**src/rtl/muldiv_unit.sv**
```systemverilog
// rtl/muldiv_unit.sv - 32-iteration unsigned multiply/divide unit with register-file write-back beat
module muldiv_unit (
    input  logic        clk,
    input  logic        rst_n,
    input  logic        start,
    input  logic [1:0]  op,
    input  logic [31:0] opa,
    input  logic [31:0] opb,
    input  logic [4:0]  dest,
    output logic        busy,
    output logic        done,
    output logic [31:0] result,
    output logic [4:0]  wreg,
    output logic        write
);

    typedef enum logic [1:0] {
        IDLE = 2'd0,
        RUN  = 2'd1,
        DONE = 2'd2
    } state_t;

    state_t      state;
    state_t      state_nx;

    logic [1:0]  op_q;
    logic [31:0] m_q;
    logic [31:0] sq;
    logic [63:0] acc;
    logic [4:0]  cnt;
    logic [4:0]  dest_q;
    logic        fin;

    logic        capture;
    logic        step;
    logic        finish;

    logic        is_div;
    logic [32:0] add_sum;
    logic [32:0] rem_sh;
    logic [32:0] rem_diff;
    logic        rem_ge;
    logic [63:0] acc_mul;
    logic [63:0] acc_div;
    logic [31:0] res_sel;

    // fin marks that all 32 iterations are in; the following RUN cycle latches the result.
    always_comb begin
        state_nx = state;
        capture  = 1'b0;
        step     = 1'b0;
        finish   = 1'b0;
        case (state)
            IDLE: begin
                if (start) begin
                    capture  = 1'b1;
                    state_nx = RUN;
                end
            end
            RUN: begin
                if (fin) begin
                    finish   = 1'b1;
                    state_nx = DONE;
                end else begin
                    step = 1'b1;
                end
            end
            DONE: begin
                if (start) begin
                    capture  = 1'b1;
                    state_nx = RUN;
                end else begin
                    state_nx = IDLE;
                end
            end
            default: state_nx = IDLE;
        endcase
    end

    // sq holds the multiplier (shifted right) or the dividend (shifted left into rem).
    always_comb begin
        is_div   = op_q[1];
        add_sum  = {1'b0, acc[63:32]} + (sq[0] ? {1'b0, m_q} : 33'd0);
        rem_sh   = {acc[63:32], sq[31]};
        rem_ge   = (rem_sh >= {1'b0, m_q});
        rem_diff = rem_sh - {1'b0, m_q};
        acc_mul  = {add_sum, acc[31:1]};
        acc_div  = {(rem_ge ? rem_diff[31:0] : rem_sh[31:0]), acc[30:0], rem_ge};
        case (op_q)
            2'b00:   res_sel = acc[31:0];
            2'b01:   res_sel = acc[63:32];
            2'b10:   res_sel = acc[31:0];
            default: res_sel = acc[63:32];
        endcase
    end

    always_ff @(posedge clk or negedge rst_n) begin
        if (!rst_n) begin
            state  <= IDLE;
            op_q   <= 2'b00;
            m_q    <= 32'd0;
            sq     <= 32'd0;
            acc    <= 64'd0;
            cnt    <= 5'd0;
            dest_q <= 5'd0;
            fin    <= 1'b0;
            busy   <= 1'b0;
            done   <= 1'b0;
            write  <= 1'b0;
            result <= 32'd0;
            wreg   <= 5'd0;
        end else begin
            state <= state_nx;
            if (capture) begin
                op_q   <= op;
                m_q    <= opb;
                sq     <= opa;
                dest_q <= dest;
                acc    <= 64'd0;
                cnt    <= 5'd31;
                fin    <= 1'b0;
                busy   <= 1'b1;
                done   <= 1'b0;
                write  <= 1'b0;
            end else if (step) begin
                acc <= is_div ? acc_div : acc_mul;
                sq  <= is_div ? {sq[30:0], 1'b0} : {1'b0, sq[31:1]};
                if (cnt == 5'd0) begin
                    fin <= 1'b1;
                end else begin
                    cnt <= cnt - 5'd1;
                end
            end else if (finish) begin
                fin    <= 1'b0;
                result <= res_sel;
                wreg   <= dest_q;
                done   <= 1'b1;
                write  <= 1'b1;
            end else begin
                done  <= 1'b0;
                write <= 1'b0;
                if (state == DONE) begin
                    busy <= 1'b0;
                end
            end
        end
    end

endmodule

```
**config.mk**
```make
export PLATFORM = sky130hd
export DESIGN_NAME = muldiv_unit
export DESIGN_NICKNAME = d
export VERILOG_FILES = /design/src/rtl/muldiv_unit.sv
export SDC_FILE = /design/constraint.sdc
export NUM_CORES = 1
export LEC_CHECK = 0
export ABC_CLOCK_PERIOD_IN_PS = 9500
export CAP_MARGIN = 20
export CORE_ASPECT_RATIO = 0.8
export CORE_MARGIN = 4
export CORE_UTILIZATION = 63
export CTS_CLUSTER_DIAMETER = 30
export DETAILED_ROUTE_END_ITERATION = 6
export PLACE_DENSITY = 0.86
export SLEW_MARGIN = 0
export SYNTH_ARGS = -nofsm -noshare
export SYNTH_HDL_FRONTEND = slang
export SYNTH_SLANG_ARGS = --single-unit
export TNS_END_PERCENT = 1
```
**constraint.sdc**
```tcl
create_clock -name clk -period 9.5 [get_ports clk]
set_input_delay 1.425 -clock clk [delete_from_list [all_inputs] [get_ports clk]]
set_output_delay 1.425 -clock clk [all_outputs]
set_load 0.02 [all_outputs]
```
==> metrics.cfg <==
[drt]
routed_via_density=6.25
drcViolationCount=0
ant_nets=0
drt-total-wl_um=33300
num_vias=10844
wl_per_cell_um=19.2
drt-pass1-iter-count=6
drt_iter0_drc=1276

[global_routing]
grt_pass1_vias=10045
grt_max_degree=133
antenna_found_initial=0
overflow=0
grt_pass1_wl_um=53200
met2_usage_pct=44.3
grt_use_met3_pct=6.03
busiest_layer=met1
met1_usage_pct=47.6
grt.total_usage_pct=30.7

[finish]
finalNetCount=1608
fin_util_pct=74.1
drive_above_1_share_pct=4.80
antennaDiodeCount=0
syn2layout_area_growth_pct=15.6

[critical_path]
critPathRequiredTime_ns=9.83
path_max_fanout=20
endpoint_kind=register
worst-setup-path-type=reg -> reg
cp-start-kind=register
cp_slowest_cell=a21o_1
cpPeakStageDelay_ns=0.75
cp_cell_sequence=ha_1 -> nand4_1 -> or3_1 -> o221ai_4 -> a31o_4 -> a21o_1 -> mux2_1 -> a221oi_1 -> nor2_1
cp.arrival_ns=4.03

[synthesis]
syn-num-nets=1547
yosysTopAreaCell=dfrtp_1
synth_top_family_by_area=compound AO/OA/AOI/OAI gates
synth_edf_count=0
ys_seq_area_share_pct=37.6
synth-xor-area-share_pct=3.61
synthArstFlopShare_pct=100
synth_area_um2=12100
synth_warnings=0
syn_avg_cell_area_um2=8.63
synth-main-ff-cell=dfrtp_1
synth-compound-area-share_pct=21.3
muxShareOfSynthArea_pct=9.63
synth_area_leaders=dfrtp_1 (38%), mux2i_1 (8.4%), o21ai_0 (6.9%), ha_1 (6.8%), nand2_1 (5.9%)
synth_top_cell_area_share_pct=37.6
synth_fa_ha_area_share_pct=7.14
synth_simple_gate_area_share_pct=16.3
syn_inst=1405
ys_types=75
synth_most_common_cell=nand2_1
synthTopCellsByCount=nand2_1 (190), dfrtp_1 (182), o21ai_0 (166), mux2i_1 (102), a21oi_1 (99)
synth-seq-cells=182

[sta]
relSlewSlack_pct=36.1
slew_viol_final=0
fmax_mhz=271
worst_slew_pin_slew_ns=0.958
fin_ws_ns=5.81
finalClockSkew_ns=0.0116
hold_viol_final=0
final.setup.tns_ns=0
min_period_over_period_pct=38.9
post-route-min-period_ns=3.69
rsz0062_at_grt=no
finalSetupViolations=0

[flow_run]
drv_cap=0

[floorplan]
fp.dieArea_um2=21500
io_pins=114
start_util_pct=64.1
die_w_um=163
fp-row-count=45
die_height_um=132
coreArea_um2=18900

[power_and_ir_drop]
p_leak_nw=6.41
ir_worst_vdd_mv=0.233
seq_power_share_pct=26.5
power.switching_mw=2.76
internal-power_mw=2.98
combPwrFrac_pct=60.6
power_density_nw_per_um2=410
clkPwrFrac_pct=12.8
netSwitchingFraction_pct=48.1

[cts]
cts_made_buffers=17
clock_latency_ns=0.45
cts_tree=built
clkTransAtPathRegs_ns=0.08
htree_levels=4
cts_setup_buffers=0
cts-root-buf=clkbuf_16
cts_buffer_depth=2
cts_hold_buf=0
cts_sinks=182
ctsResizeCount=0

[placed_design]
port-buffer-count=113
gp_congestion=0.959
hpwl_um=23200
place_ws_ns=5.86

[outcome]
outcome=complete, no violations

[worst_hold_path]
hold_path.class=reg -> reg

layout make-up:
cell class              instances  area [um2]
fillers                      1381        4900
flip-flops and latches        182        4560
clock buffers                  17         425
multi-input cells            1085        7050
clock inverters                14         181
repair buffers                126        1270
well taps                     258         323
inverters                      54         203
power groups by stage:
stage	registers [mW]	logic, mW	clock network [mW]
after global placement	1.50	3.31	0
after global routing	1.56	3.82	0.773
after CTS	1.51	3.42	0.738
after detailed placement	1.51	3.38	0
after floorplan	1.44	2.54	0
final	1.52	3.48	0.736
metal layers:
layer	wire length (um)	part of all wire, %	vias up
met5	0	0	-
met4	544	1.6	0
met3	2890	8.7	59
met2	14400	43	491
met1	15500	46	5201
li1	-	-	5093
worst max-delay path: cells and delay by family, from the launching register on:
| kind | cells | cell delay [ns] |
|---|---|---|
| AOI/OAI and AO/OA | 4 | 1.52 |
| and+or+nand+nor | 3 | 0.68 |
| DFF | 1 | 0.49 |
| adders and majority gates | 1 | 0.47 |
| muxes | 1 | 0.40 |
cell usage in the layout, fill, tap and decap left out, types with 5 or more instances in the layout:
cell type,count
nand2_1,189
dfrtp_1,181
o21ai_0,166
clkdlybuf4s50_1,112
mux2i_1,102
a21oi_1,99
nor2_1,81
ha_1,66
nand3_1,58
inv_1,54
and2_1,37
xnor2_1,35
a21o_1,29
clkbuf_16,17
o21a_1,16
xor2_1,15
nor3_1,14
o21ai_1,13
o211ai_1,12
buf_4,11
o211a_1,10
nor2b_1,8
or3_1,8
a31oi_1,8
and3_1,8
a211oi_1,7
mux2_2,7
nand4_1,6
mux2_1,6
a221o_1,5
o21bai_1,5
path summary, 6_finish.rpt:
| path | start | to | slack (ns) | cells past startpoint |
|---|---|---|---|---|
| worst max-delay path | acc[49]$_DFFE_PN0N_ | acc[53]$_DFFE_PN0N_ | 5.81 | 9 |
| worst min-delay path | dest_q[3]$_DFFE_PN0P_ | dest_q[3]$_DFFE_PN0P_ | 0.47 | 2 |
| worst max register to register | acc[49]$_DFFE_PN0N_ | acc[53]$_DFFE_PN0N_ | 5.81 | 9 |
| worst min register to register | dest_q[3]$_DFFE_PN0P_ | dest_q[3]$_DFFE_PN0P_ | 0.47 | 2 |
| max in group asynchronous | rst_n | result[24]$_DFFE_PN0P_ | 7.21 | 2 |
| min in group asynchronous | rst_n | acc[45]$_DFFE_PN0N_ | 0.93 | 1 |
sequential cells by signal, indices dropped and copies added (netlist names):
| register | cells |
|---|---|
| busy | 1 |
| sq | 32 |
| dest_q | 5 |
| write | 1 |
| result | 32 |
| cnt | 5 |
| fin | 1 |
| op_q | 2 |
| m_q | 32 |
| acc | 64 |
| state | 2 |
| wreg | 5 |
logic make-up (layout without fill, tap and decap cells):
logic type,count (synthesis),count (layout)
flip-flops,182,182
multiplexers,115,115
buffers and inverters,138,211
adder cells (fa/ha/maj),68,68
AO/OA/AOI/OAI,417,417
XOR/XNOR,50,50
AND/OR/NAND/NOR,435,435
through the flow:
step	hold WS, ns	instances	area [um2]	power, mW
floorplan	0.442	1405	12100	3.98
global placement	0.454	1703	13400	4.80
detailed placement	0.459	1703	13400	4.89
CTS	0.477	1734	14000	5.66
global route	0.502	1736	14000	6.15
finish	0.470	1736	14000	5.74
Note: power is estimated with default switching activity, not from simulation.
==> variant (config.mk and constraints unchanged) <==
Register the inputs `start`, `op`, `opa`, `opb` and `dest` before use, with the module's reset. The logic sees them one clock later.
--- a/src/rtl/muldiv_unit.sv
+++ b/src/rtl/muldiv_unit.sv
@@ -20,4 +20,26 @@
         DONE = 2'd2
     } state_t;
+
+    logic start_q;
+    logic [1:0] op_r;
+    logic [31:0] opa_q;
+    logic [31:0] opb_q;
+    logic [4:0] dest_r;
+
+    always_ff @(posedge clk or negedge rst_n) begin
+        if (!rst_n) begin
+            start_q <= '0;
+            op_r    <= '0;
+            opa_q   <= '0;
+            opb_q   <= '0;
+            dest_r  <= '0;
+        end else begin
+            start_q <= start;
+            op_r    <= op;
+            opa_q   <= opa;
+            opb_q   <= opb;
+            dest_r  <= dest;
+        end
+    end
 
     state_t      state;
@@ -53,5 +75,5 @@
         case (state)
             IDLE: begin
-                if (start) begin
+                if (start_q) begin
                     capture  = 1'b1;
                     state_nx = RUN;
@@ -67,5 +89,5 @@
             end
             DONE: begin
-                if (start) begin
+                if (start_q) begin
                     capture  = 1'b1;
                     state_nx = RUN;
@@ -113,8 +135,8 @@
             state <= state_nx;
             if (capture) begin
-                op_q   <= op;
-                m_q    <= opb;
-                sq     <= opa;
-                dest_q <= dest;
+                op_q   <= op_r;
+                m_q    <= opb_q;
+                sq     <= opa_q;
+                dest_q <= dest_r;
                 acc    <= 64'd0;
                 cnt    <= 5'd31;
Behaviour: not the same (Yosys sat finds a counterexample within 4 cycles, from zero or initial values and one cycle with rst_n low).
==> variant against the original RTL <==
Clock power is 110% higher; power is 23% higher; sequential power grew 19%; sequential cell count is 72 higher; setup slack got worse by 0.061 ns; area after synthesis rose by 15%; critical endpoint is now acc[62]$_DFFE_PN0N_; count of clock-buffer cells in the layout grew 39; largest power group unchanged; final area rose by 20%; clock skew grew 0.014 ns; highest routed layer unchanged; routed wire length is 9.3% higher; final cell count rose by 10%.
==> variant: results (changes against the original RTL) <==
[synth]
synth_cell_types = 73  ; -2.7%
synth_area_leaders = dfrtp_1 (46%), mux2i_1 (7.6%), o21ai_0 (6.5%)
synth_cells = 1491  ; +6.1%
seq_area_frac_synth_pct = 45.5  ; +8.0 points
syn-num-nets = 1633  ; +5.6%
synth-compound-area-share_pct = 18.3  ; -3.0 points
synth_mux_area_share_pct = 8.49  ; -1.1 points
ys_top_cells_by_count = dfrtp_1 (254), nand2_1 (193), o21ai_0 (181)

[drt]
drt_iter0_drc = 1372  ; +7.5%
first_pass_iters = 5  ; -1
wirelength_mm = 36.4  ; +9.3%

[critical_path]
critPathMaxStageDelay_ns = 0.43  ; -0.32 ns
worstPathMaxFanout = 34  ; +70%
cp.arrival_ns = 4.16  ; +0.13 ns
slowest_stage = a221oi_2

[layout]
n_sequential_cell = 254  ; +40%
nClkBuffers = 56  ; +39
layout_commonest_cell = dfrtp_1
fin_util_pct = 77.5  ; +3.4 points
signal_buffers = 125  ; -0.79%
fillCellCount = 1479  ; +7.1%
inv_count = 57  ; +5.6%
instances_no_fill = 1909  ; +10%
nonClkBufAreaFrac_pct = 7.49  ; -1.6 points
drive_above_1_share_pct = 7.40  ; +2.6 points

[timing]
worst_hold_slack_ns = 0.433  ; -0.0369 ns

[clock_tree]
clk_pin_slew_ns = 0.05  ; -0.03 ns
cts_buffers = 44  ; +27
cts_buffer_depth = 3  ; +1
cts.htree.levels = 2  ; -2
clock_latency_ns = 0.55  ; +0.10 ns

[global_routing]
grt_max_degree = 117  ; -12%
grt_pass1_vias = 11400  ; +14%

[run_status]
status = completed

[power]
total_leakage_power_nw = 7.56  ; +18%
p_sw_share_pct = 43.9  ; -4.2 points

[floorplan]
core_area_mm2 = 0.0217  ; +15%

[place]
post-place-ws_ns = 5.87  ; +0.0148 ns
dpl_cell_area_mm2 = 0.0152  ; +14%

-- variant: cell count changes in the layout (fill, tap and decap cells not counted), sizes merged, moves of 7 or more --
cell / before / now
dfrtp: 182 / 254
clkbuf: 17 / 56
o211a: 10 / 1
o21a: 16 / 7
a31oi: 8 / 16
nor2: 82 / 74
nand4: 6 / 13
-- variant: power by group through the flow --
| stage | Combinational (mW) | Clock [mW] | Sequential (mW) |
|---|---|---|---|
| 6_report | 3.68 | 1.58 | 1.81 |
| 5_1_grt | 4.00 | 1.65 | 1.85 |
| 3_3_place_gp | 3.43 | 0 | 1.79 |
| 3_5_place_dp | 3.54 | 0 | 1.81 |
| 2_1_floorplan | 2.68 | 0 | 1.73 |
| 4_1_cts | 3.60 | 1.59 | 1.80 |
-- variant: routing by layer --
metal,track usage (%),share of wire [%],vias to the layer above
met5,0,0,-
met4,12.4,4.3,0
met3,4.69,7.7,106
met2,45.9,46,531
met1,39.8,42,5690
li1,-,-,5465
